===== src/rtl/alu_pkg.sv =====
// Shared ALU-side definitions: divider state encoding and stall latency.
// SEQ_DIVIDER_SIGNED_EN (see seq_divider.sv) does not change anything here.
package alu_pkg;

  typedef enum logic [1:0] {
    IDLE = 2'd0,
    CALC = 2'd1,
    FIX  = 2'd2,
    DONE = 2'd3
  } div_state_t;

  localparam int DIV_WIDTH   = 32;
  // Cycles from the accepting edge of start to the done cycle.
  localparam int DIV_LATENCY = DIV_WIDTH + 2;

endpackage


===== src/rtl/seq_divider_if.sv =====
// Request/result bundle between the execute stage (master) and the divider (slave).
// start is a one-cycle request taken only while the divider is idle; busy covers the
// whole operation, done is a one-cycle pulse and the results stay put until the next request.
interface seq_divider_if #(
  parameter int WIDTH = 32
);
  logic             start;
  logic             signed_op;
  logic [WIDTH-1:0] dividend;
  logic [WIDTH-1:0] divisor;
  logic             busy;
  logic             done;
  logic [WIDTH-1:0] quotient;
  logic [WIDTH-1:0] remainder;
  logic             div_by_zero;

  modport master (
    output start, signed_op, dividend, divisor,
    input  busy, done, quotient, remainder, div_by_zero
  );

  modport slave (
    input  start, signed_op, dividend, divisor,
    output busy, done, quotient, remainder, div_by_zero
  );
endinterface


===== src/rtl/ripple_subtractor.sv =====
// Combinational a - b from full-adder cells: a + ~b + 1, borrow is the inverted carry out.
module ripple_subtractor #(
  parameter int WIDTH = 33
) (
  input  logic [WIDTH-1:0] a,
  input  logic [WIDTH-1:0] b,
  output logic [WIDTH-1:0] diff,
  output logic             borrow
);

  logic carry;

  always_comb begin
    carry = 1'b1;
    diff  = '0;
    for (int i = 0; i < WIDTH; i++) begin
      diff[i] = a[i] ^ ~b[i] ^ carry;
      carry   = (a[i] & ~b[i]) | (a[i] & carry) | (~b[i] & carry);
    end
    borrow = ~carry;
  end

endmodule


===== src/rtl/seq_divider.sv =====
// Restoring radix-2 divider, one quotient bit per clock, RISC-V DIV/DIVU/REM/REMU results.
// Define SEQ_DIVIDER_SIGNED_EN to honour signed_op; otherwise every operation is unsigned.
module seq_divider
  import alu_pkg::*;
#(
  parameter int WIDTH = 32
) (
  input  logic          clk,
  input  logic          rst,
  seq_divider_if.slave  bus,
  output div_state_t    state
);

  localparam int            CW   = $clog2(WIDTH);
  localparam logic [CW-1:0] LAST = CW'(WIDTH - 1);

  logic [CW-1:0]    count;
  logic [WIDTH-1:0] rem;
  logic [WIDTH-1:0] quo;
  logic [WIDTH-1:0] dvs_mag;
  logic [WIDTH-1:0] dvd_raw;
  logic [WIDTH-1:0] dvs_raw;

  logic [WIDTH-1:0] dvd_mag_in;
  logic [WIDTH-1:0] dvs_mag_in;
  logic [WIDTH:0]   partial;
  logic [WIDTH:0]   diff;
  logic             borrow;
  logic [WIDTH-1:0] q_fix;
  logic [WIDTH-1:0] r_fix;
  logic             dbz_fix;

`ifdef SEQ_DIVIDER_SIGNED_EN
  localparam logic [WIDTH-1:0] MIN_NEG = {1'b1, {(WIDTH-1){1'b0}}};
  logic op_signed;
  logic neg_q;
  logic neg_r;
`else
  wire unused_signed_op = bus.signed_op;
`endif

  always_comb begin
    dvd_mag_in = bus.dividend;
    dvs_mag_in = bus.divisor;
`ifdef SEQ_DIVIDER_SIGNED_EN
    if (bus.signed_op && bus.dividend[WIDTH-1]) dvd_mag_in = -bus.dividend;
    if (bus.signed_op && bus.divisor[WIDTH-1])  dvs_mag_in = -bus.divisor;
`endif
  end

  // The partial remainder is always below the divisor, so the difference fits WIDTH bits.
  assign partial = {rem, quo[WIDTH-1]};

  ripple_subtractor #(.WIDTH(WIDTH + 1)) u_sub (
    .a      (partial),
    .b      ({1'b0, dvs_mag}),
    .diff   (diff),
    .borrow (borrow)
  );

  wire unused_diff_msb = diff[WIDTH];

  always_comb begin
    q_fix   = quo;
    r_fix   = rem;
    dbz_fix = 1'b0;
`ifdef SEQ_DIVIDER_SIGNED_EN
    if (neg_q) q_fix = -quo;
    if (neg_r) r_fix = -rem;
    if (op_signed && dvd_raw == MIN_NEG && dvs_raw == '1) begin
      q_fix = dvd_raw;
      r_fix = '0;
    end
`endif
    if (dvs_raw == '0) begin
      q_fix   = '1;
      r_fix   = dvd_raw;
      dbz_fix = 1'b1;
    end
  end

  always_ff @(posedge clk or posedge rst) begin
    if (rst) begin
      state           <= IDLE;
      count           <= '0;
      rem             <= '0;
      quo             <= '0;
      dvs_mag         <= '0;
      dvd_raw         <= '0;
      dvs_raw         <= '0;
      bus.busy        <= 1'b0;
      bus.done        <= 1'b0;
      bus.quotient    <= '0;
      bus.remainder   <= '0;
      bus.div_by_zero <= 1'b0;
`ifdef SEQ_DIVIDER_SIGNED_EN
      op_signed       <= 1'b0;
      neg_q           <= 1'b0;
      neg_r           <= 1'b0;
`endif
    end else begin
      case (state)
        IDLE: begin
          if (bus.start) begin
            count    <= '0;
            rem      <= '0;
            quo      <= dvd_mag_in;
            dvs_mag  <= dvs_mag_in;
            dvd_raw  <= bus.dividend;
            dvs_raw  <= bus.divisor;
            bus.busy <= 1'b1;
            state    <= CALC;
`ifdef SEQ_DIVIDER_SIGNED_EN
            op_signed <= bus.signed_op;
            neg_q     <= bus.signed_op & (bus.dividend[WIDTH-1] ^ bus.divisor[WIDTH-1]);
            neg_r     <= bus.signed_op & bus.dividend[WIDTH-1];
`endif
          end
        end
        CALC: begin
          rem   <= borrow ? partial[WIDTH-1:0] : diff[WIDTH-1:0];
          quo   <= {quo[WIDTH-2:0], ~borrow};
          count <= count + CW'(1);
          if (count == LAST) state <= FIX;
        end
        FIX: begin
          bus.quotient    <= q_fix;
          bus.remainder   <= r_fix;
          bus.div_by_zero <= dbz_fix;
          state           <= DONE;
        end
        DONE: begin
          // First DONE cycle raises done, second retires it; start stays ignored throughout.
          if (!bus.done) begin
            bus.done <= 1'b1;
          end else begin
            bus.done <= 1'b0;
            bus.busy <= 1'b0;
            state    <= IDLE;
          end
        end
        default: state <= IDLE;
      endcase
    end
  end

endmodule


===== src/flat_wrapper.sv =====
// flat-port wrapper written by rule: the top's interface ports become plain ports
module seq_divider_flat import alu_pkg::*;
#(
  parameter int WIDTH = 32
)
  (clk, rst, state, bus_start, bus_signed_op, bus_dividend, bus_divisor, bus_busy, bus_done, bus_quotient, bus_remainder, bus_div_by_zero);
  seq_divider_if #(.WIDTH(WIDTH)) bus_i ();
  input  logic clk;
  input  logic rst;
  output div_state_t state;
  input wire logic [$bits(bus_i.start)-1:0] bus_start;
  input wire logic [$bits(bus_i.signed_op)-1:0] bus_signed_op;
  input wire logic [$bits(bus_i.dividend)-1:0] bus_dividend;
  input wire logic [$bits(bus_i.divisor)-1:0] bus_divisor;
  output wire logic [$bits(bus_i.busy)-1:0] bus_busy;
  output wire logic [$bits(bus_i.done)-1:0] bus_done;
  output wire logic [$bits(bus_i.quotient)-1:0] bus_quotient;
  output wire logic [$bits(bus_i.remainder)-1:0] bus_remainder;
  output wire logic [$bits(bus_i.div_by_zero)-1:0] bus_div_by_zero;
  assign bus_i.start = bus_start;
  assign bus_i.signed_op = bus_signed_op;
  assign bus_i.dividend = bus_dividend;
  assign bus_i.divisor = bus_divisor;
  assign bus_busy = bus_i.busy;
  assign bus_done = bus_i.done;
  assign bus_quotient = bus_i.quotient;
  assign bus_remainder = bus_i.remainder;
  assign bus_div_by_zero = bus_i.div_by_zero;
  seq_divider #(.WIDTH(WIDTH)) u_core (.clk(clk), .rst(rst), .bus(bus_i), .state(state));
endmodule

===== config.mk =====
export PLATFORM = sky130hd
export DESIGN_NAME = seq_divider_flat
export DESIGN_NICKNAME = d
export VERILOG_FILES = /design/src/rtl/alu_pkg.sv /design/src/rtl/seq_divider_if.sv /design/src/rtl/ripple_subtractor.sv /design/src/rtl/seq_divider.sv /design/src/flat_wrapper.sv
export SDC_FILE = /design/constraint.sdc
export NUM_CORES = 1
export LEC_CHECK = 0
export CAP_MARGIN = 0
export CORE_ASPECT_RATIO = 0.7
export CORE_MARGIN = 5
export CORE_UTILIZATION = 57
export CTS_BUF_LIST = sky130_fd_sc_hd__clkbuf_4
export CTS_CLUSTER_SIZE = 16
export DETAILED_ROUTE_END_ITERATION = 7
export GPL_ROUTABILITY_DRIVEN = 1
export HOLD_SLACK_MARGIN = 0.06
export PLACE_DENSITY = 0.94
export SLEW_MARGIN = 10
export SYNTH_ARGS = -nofsm -noshare
export SYNTH_HDL_FRONTEND = slang
export SYNTH_SLANG_ARGS = --single-unit

===== constraint.sdc =====
create_clock -name clk -period 20.4 [get_ports clk]
set_input_delay 5.1 -clock clk [delete_from_list [all_inputs] [get_ports clk]]
set_output_delay 5.1 -clock clk [all_outputs]
set_load 0.005 [all_outputs]

=== Word-level counts from Yosys, hierarchy flattened ===
Index checks and enable logic that the tools add are counted.

* Bits in registers: 202
* Input port bits: 68
* Logic and storage cells: 302

* $add $sub $neg: 1
* Equality and inequality tests: 7
* Multiplexer cells: 18
* Bitwise operators: 257
* Reductions and logical operators: 8

{| class="wikitable"
|+ Operators by type and width
! cell !! count
|-
| $mux W32 || 5
|-
| $pmux W32 S2 || 2
|-
| $and A1 B1 Y1 || 95
|-
| $or A1 B1 Y1 || 66
|-
| $xor A1 B1 Y1 || 63
|-
| $not A1 Y1 || 33
|-
| $logic_not A32 Y1 || 1
|-
| $pmux W5 S2 || 1
|-
| $pmux W2 S4 || 1
|-
| $mux W2 || 3
|-
| $reduce_and A3 Y1 || 2
|-
| $add A5 B1 Y5 const B || 1
|-
| $eq A5 B5 Y1 const B || 1
|-
| $mux W5 || 1
|-
| $eq A2 B2 Y1 const B || 2
|-
| $mux W1 || 4
|-
| $ne A2 B1 Y1 const B || 2
|-
| $reduce_and A2 Y1 || 2
|-
| $reduce_bool A2 Y1 || 2
|-
| $eq A2 B1 Y1 const B || 1
|-
| $logic_not A2 Y1 || 1
|-
| $ne A2 B2 Y1 const B || 1
|-
| $pmux W1 S2 || 1
|}

=== Depth between registers and ports, before layout ===
Gate-level depths: netlist (run 1).

* Word-level depth: 102
* Mapped depth: 39

=== Hierarchy ===
A second synthesis (run 1) with hierarchy kept.

* Cell total of the unflattened synthesis: 902
* Area total of the unflattened synthesis: 9564.2 µm²

{| class="wikitable"
|+ By module, submodules not included
! module !! times used !! cells each !! area an instance (µm²) !! sequential area each (µm²)
|-
| seq_divider || 1 || 803 || 8663.3 || 5054.8
|-
| ripple_subtractor || 1 || 99 || 900.9 || 0.0
|}

=== Worst setup path after synthesis (run 1) ===
OpenSTA, ideal clock, no wires.

* Path type: register to register
* From: register u_core.dvs_mag[0]
* To: register u_core.rem[7]
* Setup time: 0.121 ns
* Data arrival time: 15.040 ns
* Required time: 20.279 ns
* Setup slack: 5.239 ns
* Stages on the path, launching flop included: 39
* Path buffers: 1
* Period minus slack after synthesis: 15.161 ns
* Path through: dfrtp_1 -> ha_1 -> fa_1 -> fa_1 -> fa_1 -> fa_1 -> fa_1 -> fa_1 -> fa_1 -> fa_1 -> fa_1 -> fa_1 -> fa_1 -> fa_1 -> fa_1 -> fa_1 -> fa_1 -> fa_1 -> (+3 left out) -> fa_1 -> fa_1 -> fa_1 -> fa_1 -> fa_1 -> fa_1 -> fa_1 -> fa_1 -> fa_1 -> fa_1 -> fa_1 -> inv_1 -> fa_1 -> nor2_1 -> clkbuf_1 -> nand2_1 -> o21ai_0 -> a22o_1

* Longest elaborated chain between the ends: 102
* Elaborated cells between the ends (all ways): 134
* Those cells by class: 2 x mux; 132 x bitwise

{| class="wikitable"
|+ RTL lines
! item !! line !! RTL
|-
| start, declared || seq_divider.sv:20 || <nowiki>logic [WIDTH-1:0] dvs_mag;</nowiki>
|-
| start signal, assigned || seq_divider.sv:108 || <nowiki>dvs_mag <= dvs_mag_in;</nowiki>
|-
| $not A1 Y1 * || ripple_subtractor.sv:18 || <nowiki>carry = (a[i] & ~b[i]) | (a[i] & carry) | (~b[i] & carry);</nowiki>
|-
| $and A1 B1 Y1 || ripple_subtractor.sv:18 ||
|-
| $or A1 B1 Y1 || ripple_subtractor.sv:18 ||
|-
| $or A1 B1 Y1 * || ripple_subtractor.sv:18 ||
|-
| $and A1 B1 Y1 || ripple_subtractor.sv:18 ||
|-
| $or A1 B1 Y1 || ripple_subtractor.sv:18 ||
|-
| $or A1 B1 Y1 * || ripple_subtractor.sv:18 ||
|-
| $and A1 B1 Y1 || ripple_subtractor.sv:18 ||
|-
| (+83 left out) || n/a ||
|-
| $and A1 B1 Y1 || ripple_subtractor.sv:18 ||
|-
| $or A1 B1 Y1 (2 in a row) || ripple_subtractor.sv:18 ||
|-
| $and A1 B1 Y1 || ripple_subtractor.sv:18 ||
|-
| $or A1 B1 Y1 (2 in a row) || ripple_subtractor.sv:18 ||
|-
| $and A1 B1 Y1 || ripple_subtractor.sv:18 ||
|-
| $or A1 B1 Y1 (2 in a row) || ripple_subtractor.sv:18 ||
|-
| $mux W32 * || seq_divider.sv:121 || <nowiki>rem <= borrow ? partial[WIDTH-1:0] : diff[WIDTH-1:0];</nowiki>
|-
| $pmux W32 S2 * || seq_divider.sv:102 || <nowiki>case (state)</nowiki>
|-
| end signal, assigned || seq_divider.sv:121 ||
|-
| end, declared || seq_divider.sv:18 || <nowiki>logic [WIDTH-1:0] rem;</nowiki>
|}

Mark *: on every way between the ends. The rest lies on a longest branch, timed or not.
A chain may end at the register's enable or synchronous reset.

=== Final worst setup path (run 1) ===
* From: register u_core.quo[31]
* To: register u_core.rem[24]

* Longest elaborated chain between the ends: 101
* Elaborated cells between the ends (all ways): 133
* Those cells by class: 2 x mux; 131 x bitwise

{| class="wikitable"
|+ RTL lines
! item !! line !! RTL
|-
| start, declared || seq_divider.sv:19 || <nowiki>logic [WIDTH-1:0] quo;</nowiki>
|-
| start signal, assigned || seq_divider.sv:107 || <nowiki>quo <= dvd_mag_in;</nowiki>
|-
| start signal, assigned || seq_divider.sv:122 || <nowiki>quo <= {quo[WIDTH-2:0], ~borrow};</nowiki>
|-
| $and A1 B1 Y1 || ripple_subtractor.sv:18 ||
|-
| $or A1 B1 Y1 * (2 in a row) || ripple_subtractor.sv:18 ||
|-
| $and A1 B1 Y1 || ripple_subtractor.sv:18 ||
|-
| $or A1 B1 Y1 || ripple_subtractor.sv:18 ||
|-
| $or A1 B1 Y1 * || ripple_subtractor.sv:18 ||
|-
| $and A1 B1 Y1 || ripple_subtractor.sv:18 ||
|-
| $or A1 B1 Y1 || ripple_subtractor.sv:18 ||
|-
| $or A1 B1 Y1 * || ripple_subtractor.sv:18 ||
|-
| (+81 left out) || n/a ||
|-
| $and A1 B1 Y1 || ripple_subtractor.sv:18 ||
|-
| $or A1 B1 Y1 (2 in a row) || ripple_subtractor.sv:18 ||
|-
| $and A1 B1 Y1 || ripple_subtractor.sv:18 ||
|-
| $or A1 B1 Y1 (2 in a row) || ripple_subtractor.sv:18 ||
|-
| $and A1 B1 Y1 || ripple_subtractor.sv:18 ||
|-
| $or A1 B1 Y1 (2 in a row) || ripple_subtractor.sv:18 ||
|-
| $mux W32 * || seq_divider.sv:121 ||
|-
| $pmux W32 S2 * || seq_divider.sv:102 ||
|}

Marks and branches as above.

==> flow_metrics.tcl, run 1 <==
set metrics [dict create \
    maxSlewHeadroom 0.200 \
    cts-root-buf "clkbuf_4" \
    syn_area_per_cell_sq_um 10.9 \
    clk_latency_ns 0.60 \
    crit_required_ns 20.88 \
    grt_max_degree 125 \
    place.gp.congestion 0.869 \
    synth_cell_types 27 \
    final_common_cell "dfrtp_1" \
    maxSlewViolCount 0 \
    cp-end-kind "flop" \
    start_kind "flop" \
    num_vias 7228 \
    synthesis.nets 976 \
    nets 1105 \
    portBuffers 135 \
    cpPeakStageDelay_ns 0.50 \
    max_freq_mhz 62.9 \
    placed_cell_area_sq_um 10900 \
    numCtsBuffers 48 \
    ys_ff_latch 202 \
    yosys_warnings 0 \
    gr-total-overflow 0 \
    stdcell_count 1256 \
    post_cts_buffers 0 \
    first_pass_iters 5 \
    core-area_sq_um 16300 \
    outcome "complete, no violations" \
    grt_pass1_wl_mm 37.9 \
    syn_to_final_growth_pct 21.2 \
    peakVddDrop_v 0.000121 \
    setup_ws_ns 4.50 \
    cpMaxStageDelayCell "fa_1" \
    wl_per_cell_um 18.3 \
    die-area_sq_um 19300 \
    hpwl_mm 14.9 \
    placementRows 39 \
    h-tree-depth 2 \
    setup_viol 0 \
    cts_buffer_depth 3 \
    fin_worst_skew_ns 0.0414 \
    drt-total-wl_mm 22.9 \
    pre_cts_slack_ns 4.60 \
    synth_cells 870 \
    ctsResizeCount 0 \
    ant_nets 0 \
    p_per_area_nw_per_um2 146 \
    grt_pass1_vias 7447 \
    cpMostUsedCell "fa_1" \
    syn_area_sq_um 9460 \
    gr-usage-all-layers 0.241 \
    final_cell_mix "dfrtp_1 (202), clkdlybuf4s50_1 (135), o21ai_0 (101)" \
    arrival_ns 16.38 \
    drive_above_1_share 0.148 \
    fin_tns_setup_ns 0 \
    worst_pin_slew_ns 1.20 \
    rsz0062_at_grt "no" \
    hold_viol 0 \
    hp-class "reg2reg" \
    initial_utilization 0.581 \
    yosysSeqAreaShare 0.534 \
    cts_hold_buf 0 \
    die_w_um 164 \
    period_share 0.780 \
    drtIter0Drc 618 \
    vias_per_cell 5.75 \
    critPathKind "reg2reg" \
    cts_sinks 202 \
    critPathMaxFanout 64 \
    antennaDiodeCount 0 \
    period_minus_slack_ns 15.90 \
    clkSlewWorstSetupHoldPaths_ns 0.07 \
    antenna_found_initial 0 \
    fillers 1195 \
    p_leak_nw 4.71 \
    maxCapViolCount 0 \
    drc_errors 0 \
    ios 137 \
    fin_area_sq_um 11500 \
    dpl.cell_count 1173 \
    cts_tree "done" \
    dieHeight_um 118 \
]
-- critical path: cells and delay by family (launching register included) --
family,cells,cell delay (ns)
buffers and inverters,2,0.16
flip-flops,1,0.37
adder cells (fa/ha/maj),32,14.51
AO/OA/AOI/OAI,2,0.38
AND/OR/NAND/NOR,2,0.35
-- path summary, 6_finish.rpt --
path | cells past startpoint | endpoint | slack, ns | start
max in group asynchronous | 3 | u_core.dvd_raw[13]$_DFFE_PP0P_ | 13.73 | rst
worst min-delay path | 1 | u_core.dvd_raw[26]$_DFFE_PP0P_ | 0.51 | u_core.dvd_raw[26]$_DFFE_PP0P_
worst min register to register | 1 | u_core.dvd_raw[26]$_DFFE_PP0P_ | 0.51 | u_core.dvd_raw[26]$_DFFE_PP0P_
min in group asynchronous | 2 | u_core.bus.quotient[0]$_DFFE_PP0P_ | 5.10 | rst
worst max-delay path | 38 | u_core.rem[24]$_DFFE_PP0P_ | 4.50 | u_core.quo[31]$_DFFE_PP0P_
worst max register to register | 38 | u_core.rem[24]$_DFFE_PP0P_ | 4.50 | u_core.quo[31]$_DFFE_PP0P_
-- sequential cells by signal, indices dropped and copies added (netlist names) --
signal,cells
u_core.rem,32
u_core.count,5
u_core.quo,32
u_core.bus.quotient,32
u_core.bus.busy,1
u_core.state,2
u_core.dvd_raw,32
u_core.bus.div_by_zero,1
u_core.bus.done,1
u_core.dvs_mag,32
u_core.bus.remainder,32
-- per-layer routing --
layer	track usage	share of wire	vias to the layer above	wire length [um]
met5	0	0	-	0
met4	0.0592	0.019	0	429
met3	0.0669	0.081	38	1870
met2	0.389	0.48	280	11000
met1	0.326	0.42	3619	9620
li1	-	-	3291	-
-- Yosys cell counts (all sizes together) --
cell type / number / area, sq um
nand2: 71 / 267
ha: 7 / 87.6
o21ai: 102 / 510
fa: 31 / 621
mux2i: 33 / 330
nor2: 66 / 248
and2: 1 / 6.26
a31oi: 33 / 206
o22ai: 1 / 6.26
and3: 2 / 12.5
and4: 2 / 17.5
clkbuf: 37 / 139
buf: 29 / 183
nand4: 2 / 12.5
a22o: 35 / 307
nand3: 34 / 170
inv: 41 / 154
a21oi: 65 / 325
a22oi: 1 / 7.51
nand2b: 1 / 6.26
xor2: 1 / 8.76
nor4: 8 / 50.1
dfrtp: 202 / 5050
mux2: 65 / 732
-- report_power, final --
part	internal, mW	switching, mW
Clock	0.157	0.154
Sequential	0.578	0.134
Combinational	0.330	0.322
Total	1.06	0.610
-- layout make-up --
type | count | area, sq um | area share
Multi-Input combinational cell | 561 | 3970 | 0.346
Sequential cell | 202 | 5050 | 0.441
Tap cell | 225 | 282 | 0.0245
Inverter | 41 | 161 | 0.0141
Clock inverter | 12 | 45.0 | 0.00393
Timing Repair Buffer | 145 | 1430 | 0.125
Clock buffer | 70 | 526 | 0.0458
-- stage by stage --
| step | power [mW] | hold WS (ns) | utilization |
|---|---|---|---|
| floorplan | 1.08 | 0.471 | - |
| global placement | 1.32 | 0.488 | 0.668 |
| detailed placement | 1.37 | 0.492 | 0.668 |
| CTS | 1.69 | 0.508 | 0.703 |
| global route | 1.80 | 0.517 | 0.704 |
| finish | 1.67 | 0.507 | 0.704 |
-- kinds of logic after synthesis --
kind of cell | after synthesis | share of synthesized area
compound gates | 237 | 0.144
xor+xnor | 1 | 0.000926
fa+ha+maj | 38 | 0.0748
buf+inv | 107 | 0.0503
flops | 202 | 0.534
mux | 98 | 0.112
simple gates | 187 | 0.0834
No activity file was read; power rests on OpenSTA's default activity.
==> inputs of run 2 (changes only) <==
CORE_UTILIZATION = 51   (was 57)
PLACE_DENSITY = 0.9   (was 0.94)
clock period = 14 ns   (was 20.4 ns; I/O delays follow)
==> run 2 against run 1 <==
  * Core utilization down 5.7 points
  * Hold slack worse by 0.0014 ns
  * Sequential power up 46%
  * Count of clock-buffer cells in the layout up 3
  * Largest power group unchanged
  * Global-route usage down 1.7 points
  * Clock power up 50%
  * Die area up 11%
  * Critical path type unchanged
  * Maximum frequency up 17%
  * Wire length up 3.1%
  * Highest routed layer unchanged
  * Critical path depth up 1
==> flow_metrics.tcl, run 2 (same netlist as run 1, synthesis figures left out) <==
set metrics [dict create \
    outcome "complete, no violations" \
    critPathKind "reg2reg" \
    cpMostUsedCell "fa_2" \
    setup_ws_ns 0.451 \
    hp-start "u_core.dvd_raw[28]$_DFFE_PP0P_" \
    grt_pass1_vias 7585 \
    num_vias 7340 \
    hpwl_mm 15.2 \
    maxCapViolCount 0 \
    whs_endpoint "u_core.dvd_raw[28]$_DFFE_PP0P_" \
    p_per_area_nw_per_um2 211 \
    nets 1116 \
    maxSlewViolCount 0 \
    clk_latency_ns 0.62 \
    h-tree-depth 2 \
    setup_viol 0 \
    place.gp.congestion 0.817 \
    die_w_um 173 \
    gr-usage-all-layers 0.223 \
    cts_sinks 202 \
    hold_viol 0 \
    antennaDiodeCount 0 \
    die-area_sq_um 21400 \
    multi_input_area_sq_um 4080 \
    crit_required_ns 14.49 \
    period_minus_slack_ns 13.55 \
    cts-root-buf "clkbuf_4" \
    gr-total-overflow 0 \
    drt-total-wl_mm 23.6 \
    fin_area_sq_um 11700 \
    r2r_cells 39 \
    cpMaxStageDelayCell "fa_2" \
    core-area_sq_um 18100 \
    peakVddDrop_v 0.000156 \
    final_common_cell "dfrtp_1" \
    ios 137 \
    maxSlewHeadroom 0.224 \
    dieHeight_um 124 \
    vias_per_cell 5.73 \
    final_cell_mix "dfrtp_1 (202), clkdlybuf4s50_1 (135), o21ai_0 (101)" \
    initial_utilization 0.522 \
    cts_tree "done" \
    placed_cell_area_sq_um 11000 \
    final_util 0.646 \
    cpPeakStageDelay_ns 0.42 \
    first_pass_iters 5 \
    pre_cts_slack_ns -0.627 \
    clkSlewWorstSetupHoldPaths_ns 0.07 \
    wl_per_cell_um 18.4 \
    grt_max_degree 128 \
    fillers 1422 \
    portBuffers 135 \
    cts_buffer_depth 3 \
    p_leak_nw 4.79 \
    hp-class "reg2reg" \
    r2r-start "u_core.quo[31]$_DFFE_PP0P_" \
    hold_slack_ns 0.506 \
    antenna_found_initial 0 \
    max_freq_mhz 73.8 \
    cts_hold_buf 0 \
    syn_to_final_growth_pct 23.7 \
    rsz0062_at_grt "no" \
    period_share 0.968 \
    regArea_sq_um 5050 \
    fin_worst_skew_ns 0.0360 \
    grt_pass1_wl_mm 39.3 \
    numCtsBuffers 47 \
    start_kind "flop" \
    arrival_ns 14.04 \
    cp-end-kind "flop" \
    drive_above_1_share 0.193 \
    drc_errors 0 \
    ant_nets 0 \
    regToRegSetupSlack_ns 0.45 \
    min_path_cells 1 \
    drtIter0Drc 661 \
    placementRows 41 \
    critPathMaxFanout 16 \
    reg2reg_to "u_core.rem[12]$_DFFE_PP0P_" \
    worst_pin_slew_ns 1.16 \
]
run 2: cell count changes in the layout (fill, tap and decap cells not counted), moves of 2 or more:
cell and change:
clkinv_2 +2, buf_4 +7, fa_1 -31, nor2_4 +3
fa_2 +31, clkinv_1 -2, clkbuf_4 +3
run 2: report_power, final:
part | internal, mW | switching [mW] | leakage, nW
Combinational | 0.493 | 0.473 | 1.96
Clock | 0.237 | 0.229 | 0.359
Sequential | 0.842 | 0.200 | 2.47
run 2: per-stage QoR:
step	TNS [ns]	power [mW]	cells
final	0	2.47	1282
after global routing	0	2.67	1282
after CTS	0	2.49	1279
after detailed placement	-16.93	2.01	1189
after global placement	-13.29	1.95	1189
after floorplan	0	1.58	870
run 2: routing by layer:
layer | global-route usage | wire (um) | vias to the layer above
met2 | 0.358 | 11000 | 304
met3 | 0.0704 | 2090 | 42
met5 | 0 | 0 | -
met4 | 0.0550 | 407 | 0
li1 | - | - | 3343
met1 | 0.302 | 10200 | 3651
run 2: cell type report:
type,instances,area share
inverter,41,0.0138
multi-input combinational,564,0.349
timing repair buffer,154,0.130
clock inverter,12,0.00406
tap,236,0.0252
sequential,202,0.432
clock buffer,73,0.0468
run 2: worst max-delay path by stage:
stage                                  start                          to  cells after the start
2_1_floorplan  u_core.dvs_mag[0]$_DFFE_PP0P_   u_core.rem[7]$_DFFE_PP0P_                     38
3_3_place_gp      u_core.quo[31]$_DFFE_PP0P_   u_core.quo[0]$_DFFE_PP0P_                     39
3_5_place_dp      u_core.quo[31]$_DFFE_PP0P_   u_core.quo[0]$_DFFE_PP0P_                     39
4_1_cts           u_core.quo[31]$_DFFE_PP0P_  u_core.rem[23]$_DFFE_PP0P_                     39
5_1_grt           u_core.quo[31]$_DFFE_PP0P_   u_core.rem[1]$_DFFE_PP0P_                     39
6_report          u_core.quo[31]$_DFFE_PP0P_  u_core.rem[12]$_DFFE_PP0P_                     39
run 2: repair_timing:
action	4_1_cts	5_1_grt
cloned	3	0
setup endpoints to repair	33	33
buffers inserted	2	1
hold endpoints to repair	0	0
resized for setup	12	2
pin swaps	4	12
run 2: critical path: cells and delay by family (launching register included):
family | cells | cell delay (ns)
AOI/OAI and AO/OA | 2 | 0.31
adders and majority gates | 32 | 12.26
buffers and inverters | 3 | 0.28
DFF | 1 | 0.36
and+or+nand+nor | 2 | 0.20
==> inputs of run 3 (changes only) <==
PLACE_DENSITY = 0.89   (was 0.9)
SYNTH_HIERARCHICAL = 1   (was unset)
==> run 3 against run 2 <==
  * Register-to-register slack got worse by 0.13 ns
  * Power rose by 4.7%
  * Via count rose by 1.4%
  * Critical path type unchanged
  * Clock power rose by 4.3%
  * Sequential power barely moved
  * Clock skew rose by 0.011 ns
  * Non-clock buffer count fell by 3
  * Worst setup slack got worse by 0.13 ns
==> flow_metrics.tcl, run 3 <==
set metrics [dict create \
    grt_max_degree 145 \
    cp-end-kind "flop" \
    cts_sinks 202 \
    p_leak_nw 5.05 \
    worst-path-buf-inv 1 \
    cts_buffer_depth 3 \
    vias_per_cell 5.68 \
    drc_errors 0 \
    die_w_um 174 \
    cpMostUsedCell "fa_1" \
    syn_area_per_cell_sq_um 10.6 \
    hold_viol 0 \
    maxCapViolCount 0 \
    crit_family "adder cells" \
    critPathMaxFanout 7 \
    num_vias 7442 \
    antennaDiodeCount 0 \
    max_freq_mhz 73.1 \
    hp-class "reg2reg" \
    arrival_ns 14.08 \
    wl_per_cell_um 18.5 \
    cpMaxStageDelayCell "fa_2" \
    cts_tree "done" \
    dieHeight_um 125 \
    antenna_found_initial 0 \
    numCtsBuffers 49 \
    final_util 0.645 \
    hpwl_mm 15.4 \
    peakVddDrop_v 0.000110 \
    final_cell_mix "dfrtp_1 (202), clkdlybuf4s50_1 (135), nor2_1 (126)" \
    die-area_sq_um 21600 \
    critPathKind "reg2reg" \
    portBuffers 135 \
    initial_utilization 0.525 \
    gr-usage-all-layers 0.218 \
    drive_above_1_share 0.164 \
    outcome "complete, no violations" \
    multi_input_area_sq_um 3960 \
    clkSlewWorstSetupHoldPaths_ns 0.08 \
    syn_area_sq_um 9560 \
    gr-total-overflow 0 \
    core-area_sq_um 18200 \
    synthesis.nets 1009 \
    start_kind "flop" \
    maxSlewViolCount 0 \
    placed_cell_area_sq_um 11000 \
    place.gp.congestion 0.824 \
    synth_cells 901 \
    drt-total-wl_mm 24.3 \
    fin_worst_skew_ns 0.0472 \
    finalPower_mw 2.59 \
    cpPeakStageDelay_ns 0.48 \
    worst_pin_slew_ns 1.34 \
    yosys_warnings 6 \
    fin_area_sq_um 11700 \
    setup_viol 0 \
    regArea_sq_um 5050 \
    first_pass_iters 5 \
    crit_required_ns 14.40 \
    regToRegSetupSlack_ns 0.33 \
    fillers 1433 \
    cts-root-buf "clkbuf_4" \
    maxSlewHeadroom 0.105 \
    period_minus_slack_ns 13.67 \
    grt_pass1_vias 7561 \
    period_share 0.977 \
    syn_to_final_growth_pct 22.8 \
    placementRows 41 \
    final_common_cell "dfrtp_1" \
    ant_nets 0 \
    nets 1148 \
    ios 137 \
    h-tree-depth 2 \
    p_per_area_nw_per_um2 221 \
    clk_latency_ns 0.62 \
    grt_pass1_wl_mm 39.2 \
    drtIter0Drc 767 \
]
## run 3: per-stage QoR
stage	setup TNS [ns]	std cells	worst slack, ns	hold slack [ns]
after global routing	-0.0146	1310	-0.0146	0.529
after global placement	0	1219	0.219	0.475
after floorplan	0	901	0.550	0.451
after detailed placement	-0.404	1219	-0.0886	0.494
after CTS	0	1305	0.0391	0.507
final	0	1310	0.326	0.508
## run 3: path summary, 6_finish.rpt
| path | startpoint | cells past startpoint | to |
|---|---|---|---|
| min in group asynchronous | rst | 2 | u_core/bus.quotient[26]$_DFFE_PP0P_ |
| max | u_core/dvs_raw[0]$_DFFE_PP0P_ | 36 | u_core/rem[25]$_DFFE_PP0P_ |
| min reg2reg | u_core/count[2]$_DFFE_PP0P_ | 1 | u_core/count[2]$_DFFE_PP0P_ |
| max reg2reg | u_core/dvs_raw[0]$_DFFE_PP0P_ | 36 | u_core/rem[25]$_DFFE_PP0P_ |
| max in group asynchronous | rst | 3 | u_core/bus.quotient[21]$_DFFE_PP0P_ |
| min | u_core/count[2]$_DFFE_PP0P_ | 1 | u_core/count[2]$_DFFE_PP0P_ |
## run 3: what timing repair did
action,4_1_cts,5_1_grt
cloned,0,3
buffers inserted,1,1
pin swaps,1,1
endpoints found under the setup margin,26,33
resized for setup,1,8
hold buffers,0,0
## run 3: layout make-up
class                   count  share of cell area
clock inverters            20              0.0111
well taps                 236              0.0251
repair buffers            151               0.131
flip-flops and latches    202               0.430
inverters                  73              0.0240
clock buffers              65              0.0416
multi-input cells         563               0.337
## run 3: per-layer routing
metal  wire [um]  global-route usage  part of all wire
met1       10700               0.313              0.44
met2       11500               0.347              0.47
met3        1830              0.0498             0.075
met4         274              0.0419             0.011
met5           0                   0                 0
## run 3: power by group
part | leakage (nW) | switching, mW | total [mW] | internal, mW
Clock | 0.363 | 0.234 | 0.487 | 0.253
Combinational | 2.31 | 0.523 | 1.05 | 0.528
Sequential | 2.38 | 0.212 | 1.05 | 0.840
